===== config.mk =====
export PLATFORM = sky130hd
export DESIGN_NAME = ibex_mprf_msg_loader_flat
export DESIGN_NICKNAME = d
export VERILOG_FILES = /design/src/rtl/ibex_mprf_msg_loader_if.sv /design/src/rtl/ibex_mprf_msg_loader.sv /design/src/flat_wrapper.sv
export SDC_FILE = /design/constraint.sdc
export NUM_CORES = 1
export LEC_CHECK = 0
export CAP_MARGIN = 10
export CORE_MARGIN = 2
export CORE_UTILIZATION = 56
export CTS_BUF_LIST = sky130_fd_sc_hd__clkbuf_4 sky130_fd_sc_hd__clkbuf_8
export DETAILED_ROUTE_END_ITERATION = 10
export GPL_ROUTABILITY_DRIVEN = 0
export GPL_TIMING_DRIVEN = 1
export PLACE_DENSITY = 0.9
export SYNTH_ARGS = -nofsm -noshare
export SYNTH_HDL_FRONTEND = slang
export SYNTH_SLANG_ARGS = --single-unit
export TNS_END_PERCENT = 10

===== constraint.sdc =====
create_clock -name clk_i -period 3.5 [get_ports clk_i]
set_input_delay 0.7 -clock clk_i [delete_from_list [all_inputs] [get_ports clk_i]]
set_output_delay 0.7 -clock clk_i [all_outputs]
set_load 0.005 [all_outputs]

===== src/rtl/ibex_mprf_msg_loader_if.sv =====
// Loader bus bundle: upstream message beats, MPRF input write port,
// completion notices to the core, slot release and status.
//  slave  : loader side (drives ready, MPRF write, notices, free count, err)
//  master : environment side (drives beats, core write flag, pops, releases)
interface ibex_mprf_msg_loader_if #(
  parameter int DataWidth = 32
);
  logic                 msg_valid_i;
  logic                 msg_ready_o;
  logic [DataWidth-1:0] msg_data_i;
  logic [1:0]           msg_len_i;
  logic                 core_mprf_we_i;
  logic                 mprf_we_o;
  logic [4:0]           mprf_addr_o;
  logic [DataWidth-1:0] mprf_wdata_o;
  logic                 rx_valid_o;
  logic                 rx_ready_i;
  logic [4:0]           rx_base_o;
  logic [1:0]           rx_len_o;
  logic                 rel_valid_i;
  logic [2:0]           rel_slot_i;
  logic [2:0]           free_cnt_o;
  logic                 err_o;

  modport slave (
    input  msg_valid_i, msg_data_i, msg_len_i,
    input  core_mprf_we_i, rx_ready_i,
    input  rel_valid_i, rel_slot_i,
    output msg_ready_o, mprf_we_o,
    output mprf_addr_o, mprf_wdata_o,
    output rx_valid_o, rx_base_o, rx_len_o,
    output free_cnt_o, err_o
  );

  modport master (
    output msg_valid_i, msg_data_i, msg_len_i,
    output core_mprf_we_i, rx_ready_i,
    output rel_valid_i, rel_slot_i,
    input  msg_ready_o, mprf_we_o,
    input  mprf_addr_o, mprf_wdata_o,
    input  rx_valid_o, rx_base_o, rx_len_o,
    input  free_cnt_o, err_o
  );
endinterface


===== src/rtl/ibex_mprf_msg_loader.sv =====
// Loads inbound multi-word messages into 4-word MPRF slots, queues
// completion notices and reclaims slots on core release.
//  clk_i, rst_ni : clock, async active-low reset
//  bus (slave)   : beats in, MPRF write out, notices out, release in
module ibex_mprf_msg_loader #(
  parameter int DataWidth = 32,
  parameter int NumSlots  = 7
) (
  input logic                   clk_i,
  input logic                   rst_ni,
  ibex_mprf_msg_loader_if.slave bus
);

  localparam logic [0:0] IDLE = 1'b0;
  localparam logic [0:0] FILL = 1'b1;

  localparam logic [1:0] S_FREE   = 2'd0;
  localparam logic [1:0] S_FILL   = 2'd1;
  localparam logic [1:0] S_QUEUED = 2'd2;
  localparam logic [1:0] S_OWNED  = 2'd3;

  localparam logic [2:0] LastIdx = 3'(NumSlots - 1);
  localparam logic [3:0] NumW    = 4'(NumSlots);

  logic [0:0]      state_q, state_d;
  logic [2:0]      slot_q, slot_d;
  logic [1:0]      len_q, len_d;
  logic [1:0]      idx_q, idx_d;
  logic [7:0][1:0] st_q, st_d;
  logic [7:0][2:0] fslot_q, fslot_d;
  logic [7:0][1:0] flen_q, flen_d;
  logic [2:0]      wr_ptr_q, wr_ptr_d;
  logic [2:0]      rd_ptr_q, rd_ptr_d;
  logic [2:0]      cnt_q, cnt_d;
  logic            err_q, err_d;

  logic [2:0]           free_cnt;
  logic [2:0]           alloc_slot;
  logic [2:0]           cur_slot;
  logic [1:0]           cur_idx;
  logic [1:0]           push_len;
  logic                 ready;
  logic                 accept;
  logic                 push;
  logic                 pop;
  logic                 rel_ok;
  logic [DataWidth-1:0] wdata;

  function automatic logic [2:0] nxt(input logic [2:0] p);
    return (p == LastIdx) ? 3'd0 : p + 3'd1;
  endfunction

  // Downward scan leaves the lowest free index in alloc_slot.
  always_comb begin
    free_cnt   = '0;
    alloc_slot = '0;
    for (int k = NumSlots - 1; k >= 0; k--) begin
      if (st_q[3'(k)] == S_FREE) begin
        free_cnt   = free_cnt + 3'd1;
        alloc_slot = 3'(k);
      end
    end
  end

  assign ready = !bus.core_mprf_we_i &
                 ((state_q == FILL) | (free_cnt != 3'd0));
  assign accept = bus.msg_valid_i & ready;

  // The first beat lands at word 0 of the slot it allocates.
  assign cur_slot = (state_q == IDLE) ? alloc_slot : slot_q;
  assign cur_idx  = (state_q == IDLE) ? 2'd0 : idx_q;
  assign push_len = (state_q == IDLE) ? bus.msg_len_i : len_q;
  assign push     = accept & (cur_idx == push_len);
  assign pop      = (cnt_q != 3'd0) & bus.rx_ready_i;

  // Checked against pre-pop state: a slot popped this cycle
  // is still QUEUED, so releasing it is rejected.
  assign rel_ok = bus.rel_valid_i &
                  ({1'b0, bus.rel_slot_i} < NumW) &
                  (st_q[bus.rel_slot_i] == S_OWNED);

  assign wdata = accept ? bus.msg_data_i : '0;

  assign bus.msg_ready_o  = ready;
  assign bus.mprf_we_o    = accept;
  assign bus.mprf_addr_o  = accept ? {cur_slot + 3'd1, cur_idx} : '0;
  assign bus.mprf_wdata_o = wdata;
  assign bus.rx_valid_o   = cnt_q != 3'd0;
  assign bus.rx_base_o    = {fslot_q[rd_ptr_q] + 3'd1, 2'b00};
  assign bus.rx_len_o     = flen_q[rd_ptr_q];
  assign bus.free_cnt_o   = free_cnt;
  assign bus.err_o        = err_q;

  always_comb begin
    state_d  = state_q;
    slot_d   = slot_q;
    len_d    = len_q;
    idx_d    = idx_q;
    st_d     = st_q;
    fslot_d  = fslot_q;
    flen_d   = flen_q;
    wr_ptr_d = wr_ptr_q;
    rd_ptr_d = rd_ptr_q;
    err_d    = bus.rel_valid_i & !rel_ok;
    if (accept) begin
      if (state_q == IDLE) begin
        slot_d           = alloc_slot;
        len_d            = bus.msg_len_i;
        st_d[alloc_slot] = S_FILL;
      end
      idx_d   = cur_idx + 2'd1;
      state_d = FILL;
      if (push) begin
        state_d           = IDLE;
        st_d[cur_slot]    = S_QUEUED;
        fslot_d[wr_ptr_q] = cur_slot;
        flen_d[wr_ptr_q]  = push_len;
        wr_ptr_d          = nxt(wr_ptr_q);
      end
    end
    if (pop) begin
      st_d[fslot_q[rd_ptr_q]] = S_OWNED;
      rd_ptr_d                = nxt(rd_ptr_q);
    end
    if (rel_ok) begin
      st_d[bus.rel_slot_i] = S_FREE;
    end
    cnt_d = cnt_q + {2'b0, push} - {2'b0, pop};
  end

  always_ff @(posedge clk_i or negedge rst_ni) begin
    if (!rst_ni) begin
      state_q  <= IDLE;
      slot_q   <= '0;
      len_q    <= '0;
      idx_q    <= '0;
      st_q     <= '0;
      fslot_q  <= '0;
      flen_q   <= '0;
      wr_ptr_q <= '0;
      rd_ptr_q <= '0;
      cnt_q    <= '0;
      err_q    <= 1'b0;
    end else begin
      state_q  <= state_d;
      slot_q   <= slot_d;
      len_q    <= len_d;
      idx_q    <= idx_d;
      st_q     <= st_d;
      fslot_q  <= fslot_d;
      flen_q   <= flen_d;
      wr_ptr_q <= wr_ptr_d;
      rd_ptr_q <= rd_ptr_d;
      cnt_q    <= cnt_d;
      err_q    <= err_d;
    end
  end

endmodule

===== src/flat_wrapper.sv =====
// flat-port wrapper written by rule: the top's interface ports become plain ports
module ibex_mprf_msg_loader_flat 
#(
  parameter int DataWidth = 32,
  parameter int NumSlots  = 7
)
  (clk_i, rst_ni, bus_msg_valid_i, bus_msg_data_i, bus_msg_len_i, bus_core_mprf_we_i, bus_rx_ready_i, bus_rel_valid_i, bus_rel_slot_i, bus_msg_ready_o, bus_mprf_we_o, bus_mprf_addr_o, bus_mprf_wdata_o, bus_rx_valid_o, bus_rx_base_o, bus_rx_len_o, bus_free_cnt_o, bus_err_o);
  ibex_mprf_msg_loader_if #(.DataWidth(DataWidth)) bus_i ();
  input logic clk_i;
  input logic rst_ni;
  input wire logic [$bits(bus_i.msg_valid_i)-1:0] bus_msg_valid_i;
  input wire logic [$bits(bus_i.msg_data_i)-1:0] bus_msg_data_i;
  input wire logic [$bits(bus_i.msg_len_i)-1:0] bus_msg_len_i;
  input wire logic [$bits(bus_i.core_mprf_we_i)-1:0] bus_core_mprf_we_i;
  input wire logic [$bits(bus_i.rx_ready_i)-1:0] bus_rx_ready_i;
  input wire logic [$bits(bus_i.rel_valid_i)-1:0] bus_rel_valid_i;
  input wire logic [$bits(bus_i.rel_slot_i)-1:0] bus_rel_slot_i;
  output wire logic [$bits(bus_i.msg_ready_o)-1:0] bus_msg_ready_o;
  output wire logic [$bits(bus_i.mprf_we_o)-1:0] bus_mprf_we_o;
  output wire logic [$bits(bus_i.mprf_addr_o)-1:0] bus_mprf_addr_o;
  output wire logic [$bits(bus_i.mprf_wdata_o)-1:0] bus_mprf_wdata_o;
  output wire logic [$bits(bus_i.rx_valid_o)-1:0] bus_rx_valid_o;
  output wire logic [$bits(bus_i.rx_base_o)-1:0] bus_rx_base_o;
  output wire logic [$bits(bus_i.rx_len_o)-1:0] bus_rx_len_o;
  output wire logic [$bits(bus_i.free_cnt_o)-1:0] bus_free_cnt_o;
  output wire logic [$bits(bus_i.err_o)-1:0] bus_err_o;
  assign bus_i.msg_valid_i = bus_msg_valid_i;
  assign bus_i.msg_data_i = bus_msg_data_i;
  assign bus_i.msg_len_i = bus_msg_len_i;
  assign bus_i.core_mprf_we_i = bus_core_mprf_we_i;
  assign bus_i.rx_ready_i = bus_rx_ready_i;
  assign bus_i.rel_valid_i = bus_rel_valid_i;
  assign bus_i.rel_slot_i = bus_rel_slot_i;
  assign bus_msg_ready_o = bus_i.msg_ready_o;
  assign bus_mprf_we_o = bus_i.mprf_we_o;
  assign bus_mprf_addr_o = bus_i.mprf_addr_o;
  assign bus_mprf_wdata_o = bus_i.mprf_wdata_o;
  assign bus_rx_valid_o = bus_i.rx_valid_o;
  assign bus_rx_base_o = bus_i.rx_base_o;
  assign bus_rx_len_o = bus_i.rx_len_o;
  assign bus_free_cnt_o = bus_i.free_cnt_o;
  assign bus_err_o = bus_i.err_o;
  ibex_mprf_msg_loader #(.DataWidth(DataWidth), .NumSlots(NumSlots)) u_core (.clk_i(clk_i), .rst_ni(rst_ni), .bus(bus_i));
endmodule

==> impl_results.md <==
* Status: finished, violations left
* Failing checks: negative setup slack
* Clk Latency, worst-skew pair at 0.36 ns
* Ys async rst share at 100%
* Reg2reg end: u_core.cnt_q[2]
* Post-route insts no fill at between 500 and 600
* CTS Hold Buffers Added at 0
* # Post-CTS Setup Buffers at 0
* Final wirelength at 9740 µm
* Fmax at 285 MHz
* Synthesized flop and latch total at ~70
* Area of the multi-input gates at 2000 µm²
* Largest net degree at the start of global routing at 73
* Cells after synthesis at 352
* Area fraction of the dominant cell type after synthesis at between 40% and 50%
* Die H at between 80 and 90 µm
* Post-synthesis cell type count at 47
* Count of pins over their slew limit at 0
* HP Class: register to register
* Clk root buf: clkbuf_8
* Worst Path Buf+Inv at 2
* DR top layer: met4
* Worst reg2reg startpoint: u_core.state_q
* Critical Path Start: u_core.st_q[3]
* Maximum Capacitance Violations at 0
* H-tree depth at 3
* Delay-heaviest family, CP: buffers and inverters
* Synth top cells by count: dfrtp_1 (72), mux2_2 (52), and2_1 (38)
* Top-count cell post-synth: dfrtp_1
* TritonCTS clock tree: done
* Most used cell, CP: nor2_1
* Place WS at between 0.2 and 0.3 ns
* Die area at ~8000 µm²
* Post-CTS sizing at 0
* Synth area leader: dfrtp_1
* Top post-synthesis cells by area: dfrtp_1 (45%), mux2_2 (15%), and2_1 (5.9%), mux4_1 (4.6%), nor4_4 (2.1%)
* Fill cells at 442
* GRT overflow at 0
* Kind of critical path: register to output pin
* Worst Reg-to-Reg Cells at 8
* Final Hold Fails at 0
* Layout cells sized above 1 at between 10% and 20%
* Fin crit period at 3.51 ns
* Via/cell ratio at approximately 5.8
* # diodes at 0
* Relative slew slack at about two fifths
* Prevailing post-synth register cell: dfrtp_1
* Post-synth EDFFs at 0
* Core area at about 6900 µm²
* Worst Tran Pin Value at just under 0.9 ns
* Fin crit share at 100%
* Vias at ~3,000
* Leakage at 2.27 nW
* FF/Latch Area at ~1800 µm²
* Reg clk slew, reported paths at approximately 0.080 ns
* Yosys warning count at 0
* Antenna Violating Nets Remaining at 0
* R2r setup slk at roughly 1.0 ns
* I/O Pins at 94
* DIE WIDTH at 88.5 µm
* CP arrival at between 2 and 3 ns
* Crit-path cells: nor2_1 > o32a_1 > mux2i_4 > inv_2 > ha_1 > xnor2_1 > nor2_1 > clkdlybuf4s50_1
* RSZ-0062 raised after global routing: true
* Post-DP Area at between 4000 and 5000 µm²
* Met3 wire length at approximately 670 µm
* Critical-path top delay cell: clkdlybuf4s50_1
* Crit path max fanout at 17
* Crit path largest cell delay at between 0.5 and 0.6 ns
* Setup crit end kind: output pin
* Initial core utilization at between 50 and 60%
* Clock tree buffer depth at 2
* Inst Count DP at 517
* Design Area, Final at roughly 5200 µm²
* Mapped Avg Cell Area at roughly 11 µm²
* Netlist Area Pre-Place at around 4000 µm²
* Nets at 480
* Pwr dens at approximately 700 nW/µm²
* Port bufs at 88
* Worst path depth at 8
* Cts bufs inserted at 9
* Routed len/inst at around 18 µm
* Clk sinks at 72
* Hpwl dp at approximately 7000 µm
* # rows at 30
* DR pass1 iterations at 6
* Number of DRC markers in iteration 0 at roughly 180
* Vias in the first global route at roughly 3,100
* Final worst slack at -0.00553 ns
* Initial antenna violation count at 0
* Crit path launch type: register
* Critical path destination: bus_mprf_addr_o[4]
* Residual DRC at 0
* Area growth syn-to-layout at 29.5%
* All-Layer GR Usage at about a quarter
* Setup violators final at 1
* Peak VDD IR at 499 µV
* Final Skew at 0.00929 ns
* Req. time, crit path at between 2 and 3 ns
* First-pass GRT wire length at 15,500 µm
* Sequential element share of the synthesized area at ~45%
* WL met2 at around 5000 µm
* Metal-1 WL at about 3800 µm
cells in the final DEF (no fill, tap or decap), types with 10 or more instances in the layout:
cell and n:
clkdlybuf4s50_1 87, o21ai_0 10, mux2_2 52, nor2_1 18
dfrtp_1 71, and2_1 38, inv_1 14, nand2_1 21
a21oi_1 12
worst min-delay path by stage:
| stage | startpoint | endpoint | slack [ns] | depth (start not counted) |
|---|---|---|---|---|
| 2_1_floorplan | rst_ni | u_core.bus.err_o | 0.40 | 0 |
| 3_3_place_gp | u_core.flen_q[11] | u_core.flen_q[11] | 0.48 | 1 |
| 3_5_place_dp | u_core.flen_q[8] | u_core.flen_q[8] | 0.49 | 1 |
| 4_1_cts | u_core.flen_q[8] | u_core.flen_q[8] | 0.51 | 1 |
| 5_1_grt | u_core.flen_q[2] | u_core.flen_q[2] | 0.53 | 1 |
| 6_report | u_core.flen_q[8] | u_core.flen_q[8] | 0.50 | 1 |
power breakdown:
group          switching (mW)  internal [mW]  leakage (nW)
Sequential              0.316           1.10         0.919
Clock                   0.321          0.620         0.144
Combinational           0.621          0.720          1.21
Total                    1.26           2.44          2.27
layout make-up:
class	instances	area share, %
Clock buffer	9	2.39
Clock inverter	7	3.23
Inverter	16	1.16
Multi-Input combinational cell	241	38.6
Sequential cell	72	34.8
Tap cell	96	2.32
Timing Repair Buffer	92	17.5
through the flow:
step | power (mW) | utilization, % | setup TNS [ns] | hold WS [ns]
final | 3.70 | 75.5 | -0.00553 | 0.504
after global routing | 3.92 | 75.5 | -0.150 | 0.531
after CTS | 3.71 | 75.4 | 0 | 0.510
after detailed placement | 2.75 | 71.2 | 0 | 0.492
after global placement | 2.66 | 71.2 | 0 | 0.480
after floorplan | 2.28 | - | 0 | 0.404
state kept, by name, indices dropped and copies added, names as in the netlist:
register          flops
u_core.wr_ptr_q       3
u_core.slot_q         3
u_core.cnt_q          3
u_core.st_q          14
u_core.idx_q          2
u_core.bus.err_o      1
u_core.state_q        1
u_core.rd_ptr_q       3
u_core.fslot_q       24
u_core.flen_q        16
u_core.len_q          2
layer usage:
metal,up-vias,track usage (%)
li1,1406,-
met1,1500,32.1
met2,149,46.3
met3,31,6.62
met4,0,10.2
met5,-,0
cell families after synthesis:
kind of cell / after synthesis / share of synthesized area, %
XOR/XNOR: 6 / 1.31
AND/OR/NAND/NOR: 114 / 17.5
AO/OA/AOI/OAI: 47 / 7.50
adder cells (fa/ha/maj): 5 / 1.75
flip-flops: 72 / 45.0
multiplexers: 64 / 21.5
buffers and inverters: 43 / 5.28
other: 1 / 0.0937
Note: power is estimated with default switching activity, not from simulation.
